**src/rtl/muldiv_seq_if.sv**
```systemverilog
// Request/response and shared-ALU borrowing signals of the multiply/divide sequencer.
interface muldiv_seq_if #(
  parameter int unsigned XLEN = 32
);
  logic            req_valid;
  logic            req_ready;
  logic [1:0]      req_func;
  logic [XLEN-1:0] req_a;
  logic [XLEN-1:0] req_b;
  logic            kill;
  logic            resp_valid;
  logic            resp_ready;
  logic [XLEN-1:0] resp_data;
  logic            alu_own;
  logic [XLEN-1:0] alu_op1;
  logic [XLEN-1:0] alu_op2;
  logic [3:0]      alu_op;
  logic [XLEN-1:0] alu_result;

  modport slave (
    input  req_valid, req_func, req_a, req_b, kill, resp_ready, alu_result,
    output req_ready, resp_valid, resp_data, alu_own, alu_op1, alu_op2, alu_op
  );

  modport master (
    output req_valid, req_func, req_a, req_b, kill, resp_ready, alu_result,
    input  req_ready, resp_valid, resp_data, alu_own, alu_op1, alu_op2, alu_op
  );
endinterface

```
**src/rtl/muldiv_seq.sv**
```systemverilog
// Iterative unsigned MUL/DIVU/REMU sequencer that borrows the shared ALU for 32 cycles.
// ALU drive outputs are registered from next-state values so the ALU sees them the cycle they apply.
module muldiv_seq #(
  parameter int unsigned XLEN  = 32,
  parameter int unsigned CNT_W = 5
) (
  input  logic         clk,
  input  logic         rst_n,
  muldiv_seq_if.slave  bus
);
  localparam logic [3:0] ALU_ADD = 4'b0010;
  localparam logic [3:0] ALU_SUB = 4'b0110;

  typedef enum logic [1:0] {S_IDLE, S_RUN, S_ZDIV, S_DONE} state_e;
  typedef enum logic [1:0] {OP_MUL, OP_DIVU, OP_REMU} op_e;

  state_e          state_q, state_d;
  op_e             op_q, op_d;
  logic [CNT_W-1:0] cnt_q, cnt_d;
  // hi: accumulator / remainder, lo: multiplicand / quotient, bb: multiplier / divisor
  logic [XLEN-1:0] hi_q, hi_d, lo_q, lo_d, bb_q, bb_d;
  logic            req_ready_q, req_ready_d;
  logic            resp_valid_q, resp_valid_d;
  logic [XLEN-1:0] resp_data_q, resp_data_d;
  logic            alu_own_q, alu_own_d;
  logic [XLEN-1:0] alu_op1_q, alu_op1_d, alu_op2_q, alu_op2_d;
  logic [3:0]      alu_op_q, alu_op_d;
  logic [XLEN-1:0] r_shift;

  always_ff @(posedge clk) begin
    if (!rst_n) begin
      state_q      <= S_IDLE;
      op_q         <= OP_MUL;
      cnt_q        <= '0;
      hi_q         <= '0;
      lo_q         <= '0;
      bb_q         <= '0;
      req_ready_q  <= 1'b1;
      resp_valid_q <= 1'b0;
      resp_data_q  <= '0;
      alu_own_q    <= 1'b0;
      alu_op1_q    <= '0;
      alu_op2_q    <= '0;
      alu_op_q     <= '0;
    end else begin
      state_q      <= state_d;
      op_q         <= op_d;
      cnt_q        <= cnt_d;
      hi_q         <= hi_d;
      lo_q         <= lo_d;
      bb_q         <= bb_d;
      req_ready_q  <= req_ready_d;
      resp_valid_q <= resp_valid_d;
      resp_data_q  <= resp_data_d;
      alu_own_q    <= alu_own_d;
      alu_op1_q    <= alu_op1_d;
      alu_op2_q    <= alu_op2_d;
      alu_op_q     <= alu_op_d;
    end
  end

  always_comb begin
    state_d     = state_q;
    op_d        = op_q;
    cnt_d       = cnt_q;
    hi_d        = hi_q;
    lo_d        = lo_q;
    bb_d        = bb_q;
    resp_data_d = resp_data_q;
    r_shift     = {hi_q[XLEN-2:0], lo_q[XLEN-1]};

    case (state_q)
      S_IDLE: begin
        if (bus.req_valid && !bus.kill) begin
          cnt_d = '0;
          hi_d  = '0;
          lo_d  = bus.req_a;
          bb_d  = bus.req_b;
          case (bus.req_func)
            2'b01:   op_d = OP_DIVU;
            2'b10:   op_d = OP_REMU;
            default: op_d = OP_MUL;
          endcase
          state_d = (op_d != OP_MUL && bus.req_b == '0) ? S_ZDIV : S_RUN;
        end
      end
      S_RUN: begin
        if (bus.kill) begin
          state_d = S_IDLE;
        end else begin
          cnt_d = cnt_q + CNT_W'(1);
          if (op_q == OP_MUL) begin
            hi_d = bus.alu_result;
            lo_d = {lo_q[XLEN-2:0], 1'b0};
            bb_d = {1'b0, bb_q[XLEN-1:1]};
          end else if (r_shift >= bb_q) begin
            hi_d = bus.alu_result;
            lo_d = {lo_q[XLEN-2:0], 1'b1};
          end else begin
            hi_d = r_shift;
            lo_d = {lo_q[XLEN-2:0], 1'b0};
          end
          if (cnt_q == CNT_W'(XLEN-1)) begin
            state_d     = S_DONE;
            resp_data_d = (op_q == OP_DIVU) ? lo_d : hi_d;
          end
        end
      end
      S_ZDIV: begin
        if (bus.kill) begin
          state_d = S_IDLE;
        end else begin
          state_d     = S_DONE;
          resp_data_d = (op_q == OP_DIVU) ? '1 : lo_q;
        end
      end
      S_DONE: begin
        if (bus.kill || bus.resp_ready) state_d = S_IDLE;
      end
      default: state_d = S_IDLE;
    endcase

    req_ready_d  = (state_d == S_IDLE);
    resp_valid_d = (state_d == S_DONE);
    alu_own_d    = (state_d == S_RUN);
    alu_op1_d    = '0;
    alu_op2_d    = '0;
    alu_op_d     = '0;
    if (state_d == S_RUN) begin
      if (op_d == OP_MUL) begin
        alu_op_d  = ALU_ADD;
        alu_op1_d = hi_d;
        alu_op2_d = bb_d[0] ? lo_d : '0;
      end else begin
        alu_op_d  = ALU_SUB;
        alu_op1_d = {hi_d[XLEN-2:0], lo_d[XLEN-1]};
        alu_op2_d = bb_d;
      end
    end
  end

  assign bus.req_ready  = req_ready_q;
  assign bus.resp_valid = resp_valid_q;
  assign bus.resp_data  = resp_data_q;
  assign bus.alu_own    = alu_own_q;
  assign bus.alu_op1    = alu_op1_q;
  assign bus.alu_op2    = alu_op2_q;
  assign bus.alu_op     = alu_op_q;
endmodule

```
**src/flat_wrapper.sv**
```systemverilog
// flat-port wrapper written by rule: the top's interface ports become plain ports
module muldiv_seq_flat 
#(
  parameter int unsigned XLEN  = 32,
  parameter int unsigned CNT_W = 5
)
  (clk, rst_n, bus_req_valid, bus_req_func, bus_req_a, bus_req_b, bus_kill, bus_resp_ready, bus_alu_result, bus_req_ready, bus_resp_valid, bus_resp_data, bus_alu_own, bus_alu_op1, bus_alu_op2, bus_alu_op);
  muldiv_seq_if #(.XLEN(XLEN)) bus_i ();
  input  logic clk;
  input  logic rst_n;
  input wire logic [$bits(bus_i.req_valid)-1:0] bus_req_valid;
  input wire logic [$bits(bus_i.req_func)-1:0] bus_req_func;
  input wire logic [$bits(bus_i.req_a)-1:0] bus_req_a;
  input wire logic [$bits(bus_i.req_b)-1:0] bus_req_b;
  input wire logic [$bits(bus_i.kill)-1:0] bus_kill;
  input wire logic [$bits(bus_i.resp_ready)-1:0] bus_resp_ready;
  input wire logic [$bits(bus_i.alu_result)-1:0] bus_alu_result;
  output wire logic [$bits(bus_i.req_ready)-1:0] bus_req_ready;
  output wire logic [$bits(bus_i.resp_valid)-1:0] bus_resp_valid;
  output wire logic [$bits(bus_i.resp_data)-1:0] bus_resp_data;
  output wire logic [$bits(bus_i.alu_own)-1:0] bus_alu_own;
  output wire logic [$bits(bus_i.alu_op1)-1:0] bus_alu_op1;
  output wire logic [$bits(bus_i.alu_op2)-1:0] bus_alu_op2;
  output wire logic [$bits(bus_i.alu_op)-1:0] bus_alu_op;
  assign bus_i.req_valid = bus_req_valid;
  assign bus_i.req_func = bus_req_func;
  assign bus_i.req_a = bus_req_a;
  assign bus_i.req_b = bus_req_b;
  assign bus_i.kill = bus_kill;
  assign bus_i.resp_ready = bus_resp_ready;
  assign bus_i.alu_result = bus_alu_result;
  assign bus_req_ready = bus_i.req_ready;
  assign bus_resp_valid = bus_i.resp_valid;
  assign bus_resp_data = bus_i.resp_data;
  assign bus_alu_own = bus_i.alu_own;
  assign bus_alu_op1 = bus_i.alu_op1;
  assign bus_alu_op2 = bus_i.alu_op2;
  assign bus_alu_op = bus_i.alu_op;
  muldiv_seq #(.XLEN(XLEN), .CNT_W(CNT_W)) u_core (.clk(clk), .rst_n(rst_n), .bus(bus_i));
endmodule
```
**config.mk**
```make
export PLATFORM = sky130hd
export DESIGN_NAME = muldiv_seq_flat
export DESIGN_NICKNAME = d
export VERILOG_FILES = /design/src/rtl/muldiv_seq_if.sv /design/src/rtl/muldiv_seq.sv /design/src/flat_wrapper.sv
export SDC_FILE = /design/constraint.sdc
export NUM_CORES = 1
export LEC_CHECK = 0
export CORE_MARGIN = 2
export CORE_UTILIZATION = 40
export CTS_CLUSTER_SIZE = 25
export DETAILED_ROUTE_END_ITERATION = 16
export DONT_BUFFER_PORTS = 1
export SLEW_MARGIN = 20
export SYNTH_ARGS = -nofsm -noshare
export SYNTH_HDL_FRONTEND = slang
export SYNTH_SLANG_ARGS = --single-unit
```
**constraint.sdc**
```tcl
create_clock -name clk -period 2.9 [get_ports clk]
set_input_delay 0.58 -clock clk [delete_from_list [all_inputs] [get_ports clk]]
set_output_delay 0.58 -clock clk [all_outputs]
set_load 0.005 [all_outputs]
```
==> run_results.csv <==
group,metric,value,unit
cts,clk_latency,0.52,ns
cts,clkSinkCount,205,
placement,place.gp.congestion,0.859,
power_and_ir_drop,seqPwrFrac,0.436,
power_and_ir_drop,netSwitchingFraction,0.243,
power_and_ir_drop,p_clk_frac,0.465,
routing,antenna_left,0,
floorplanning,initial_utilization,0.408,
setup_path,worstPathCellList,"inv_1 -> ha_1 -> nand2b_1 -> a2111o_1 -> a41oi_2 -> a41oi_2 -> nor3b_4 -> buf_4 -> buf_12 -> mux2i_1 -> o22ai_1",
sta,fin_skew,0.0216,ns
setup_path,cp_slowest_cell,"a2111o_1",
yosys,yosysSeqAreaShare,0.427,
sta,hold_viol_final,0,
floorplanning,io_pins,206,
grt,grt_pass1_wl,48700,um
setup_path,cp_max_fo,18,
sta,period_needed,2.76,ns
grt,grt_pass1_vias,8054,
routing,viasPerCell,6.02,
cts,cts_tree,"yes",
sta,grt_setup_unrepaired,"false",
final_layout,fillers,2285,
yosys,syn_inst,1091,
routing,drtIter0Drc,837,
routing,drt_wl_total,32400,um
yosys,synth_seq_cells,205,
final_layout,final_cell_mix,"dfxtp_1, nand2_1, o21ai_0",
setup_path,startpoint_type,"register",
setup_path,critPathCaptureType,"register",
setup_path,arrival,3.15,ns
floorplanning,rows,56,
power_and_ir_drop,combPwrFrac,0.098,
final_layout,nNetsFinal,1213,
sta,slew_headroom,0.582,
setup_path,cp.required,3.28,ns
floorplanning,core_area,23500,sq um
yosys,syn-cell-area,9610,sq um
yosys,synthArstFlopShare,0,
power_and_ir_drop,switchingPower,1.65,mW
routing,vias,8494,
cts,cts_root_buf,"clkbuf_16",
power_and_ir_drop,peakVddDrop,0.375,mV
cts,clk_pin_slew,0.06,ns
setup_path,cp_slowest_stage_delay,0.42,ns
grt,grt_max_degree,109,
power_and_ir_drop,power_leakage,3.92,nW
yosys,synth_cell_types,56,
power_and_ir_drop,internal_power,5.14,mW
power_and_ir_drop,power.density,605,nW/um^2
floorplanning,die_w,159,um
final_layout,drive_gt1_frac,0.142,
grt,antenna_found_initial,2,
setup_path,crit_type,"register to register",
placement,place_hpwl,22900,um
cts,numCtsBuffers,23,
yosys,synth-edff-count,0,
sta,period_share,0.953,
grt,grtUsageTotal,0.243,
outcome,status,"finished clean",
floorplanning,die_height,159,um
job,drv_cap,0,
final_layout,post-route-util,0.477,
grt,grt_remaining_overflow,0,
final_layout,synthToLayoutAreaGrowth,17.0,%
yosys,ys.warnings.count,0,
cts,clock_path_buffers,3,
hold_path,hp-class,"primary input to register",
sta,tightest_slew,0.627,ns
sta,setup_violations,0,
sta,fin_hold_ws,0.198,ns
routing,drc,0,
yosys,syn_avg_cell_area,8.81,sq um
final_layout,final_common_cell,"dfxtp_1",
sta,fmax,0.362,GHz
routing,dr.pass1.iters,7,
setup_path,reg2reg_slack,0.14,ns
cts,h-tree-depth,1,
floorplanning,fp.dieArea,25300,sq um
yosys,synth_flop_cell,"dfxtp_1",
setup_path,crit_top_cell,"a41oi_2",
routing,detail_route.wl_per_cell,23.0,um
sta,slew_violations,0,
placement,port_buffers,0,
-- stage by stage --
stage                     worst slack (ns)  area (sq um)  power (mW)  instances  setup TNS (ns)
after CTS                         -0.00407         11000        6.78       1406        -0.00407
after global routing               0.00880         11200        7.01       1409               0
after global placement             -0.0411         10000        3.61       1361         -0.0811
final                                0.137         11200        6.79       1410               0
after floorplan                      0.224          9610        3.45       1092               0
after detailed placement            -0.111         10000        3.61       1361           -1.30
-- power groups by stage --
stage	registers, mW	clock network, mW	logic, mW
floorplan	2.99	0	0.456
detailed placement	3.02	0	0.591
finish	2.96	3.16	0.668
global placement	3.02	0	0.586
global route	2.97	3.31	0.730
CTS	2.96	3.20	0.627
-- sequential cells by signal, summed over array words and instances (netlist names) --
signal                 flops
u_core.bus.alu_op2        32
u_core.bus.alu_own         1
u_core.hi_q               31
u_core.bus.alu_op1        32
u_core.state_q             2
u_core.bb_q               32
u_core.op_q                2
u_core.bus.resp_valid      1
u_core.lo_q               32
u_core.bus.alu_op          2
u_core.bus.req_ready       1
u_core.cnt_q               5
u_core.bus.resp_data      32
-- synth_stat cells (all sizes together) (2+ instances only) --
cell | count | area, sq um
nor3b | 34 | 260
buf | 23 | 150
ha | 36 | 450
a222oi | 30 | 300
nor3 | 37 | 195
a21o | 5 | 37.5
a41oi | 2 | 17.5
o2bb2ai | 3 | 26.3
nor2 | 13 | 48.8
mux2i | 33 | 330
a21boi | 4 | 30.0
nand3 | 2 | 10.0
o221ai | 30 | 263
nor2b | 69 | 432
a22o | 31 | 272
o22ai | 62 | 388
xor2 | 2 | 17.5
or3 | 3 | 18.8
nand2b | 8 | 57.6
nor4 | 7 | 58.8
o31ai | 32 | 240
nand4 | 7 | 43.8
and2 | 7 | 43.8
and3 | 4 | 25.0
inv | 35 | 131
o31a | 3 | 26.3
clkbuf | 74 | 278
dfxtp | 205 | 4100
o21ai | 104 | 521
or4 | 3 | 26.3
a21oi | 48 | 240
nand2 | 123 | 467
-- what timing repair did --
action | 4_1_cts | 5_1_grt
cloned | 2 | 2
buffers inserted | 3 | 1
resized for setup | 9 | 46
pin swaps | 1 | 9
endpoints found under the setup margin | 42 | 70
hold buffers | 0 | 0
hold endpoints to repair | 0 | 0
-- critical path: cells and delay by family, from the launching register on --
| kind | cells | cell delay, ns |
|---|---|---|
| buffers and inverters | 3 | 0.40 |
| AO/OA/AOI/OAI | 4 | 0.92 |
| AND/OR/NAND/NOR | 2 | 0.37 |
| adder cells (fa/ha/maj) | 1 | 0.25 |
| multiplexers | 1 | 0.34 |
| flip-flops | 1 | 0.33 |
-- per-layer routing --
| layer | GRT usage | share of wire | vias to the layer above |
|---|---|---|---|
| met4 | 0.0719 | 0.028 | 0 |
| met5 | 0 | 0 | - |
| li1 | - | - | 4007 |
| met3 | 0.0688 | 0.092 | 62 |
| met2 | 0.387 | 0.45 | 345 |
| met1 | 0.322 | 0.42 | 4080 |
-- worst paths after layout --
kind	cells after the start	from	endpoint
setup / recovery	11	u_core.lo_q[31]	u_core.bus.alu_op1[10]
hold reg to reg	2	u_core.hi_q[30]	u_core.hi_q[30]
hold / removal	1	rst_n	u_core.bb_q[4]
setup reg to reg	11	u_core.lo_q[31]	u_core.bus.alu_op1[10]
-- layout make-up --
cell class	count	area (sq um)	area share
multi-input combinational	755	5220	0.464
sequential	205	4120	0.367
clock buffer	30	662	0.0589
timing repair buffer	54	547	0.0486
tap	319	399	0.0355
clock inverter	10	156	0.0139
inverter	35	131	0.0117
antenna	2	5.00	0.000445
-- cells by family after synthesis --
family	count (synthesis)	synth area share
AOI/OAI and AO/OA	362	0.253
xor gates and xnor gates	2	0.00182
adders and majority gates	36	0.0469
buffers and inverters	132	0.0582
DFF	205	0.427
muxes	34	0.0355
other	1	0.000390
and+or+nand+nor	319	0.177
Note: power is estimated with default switching activity, not from simulation.
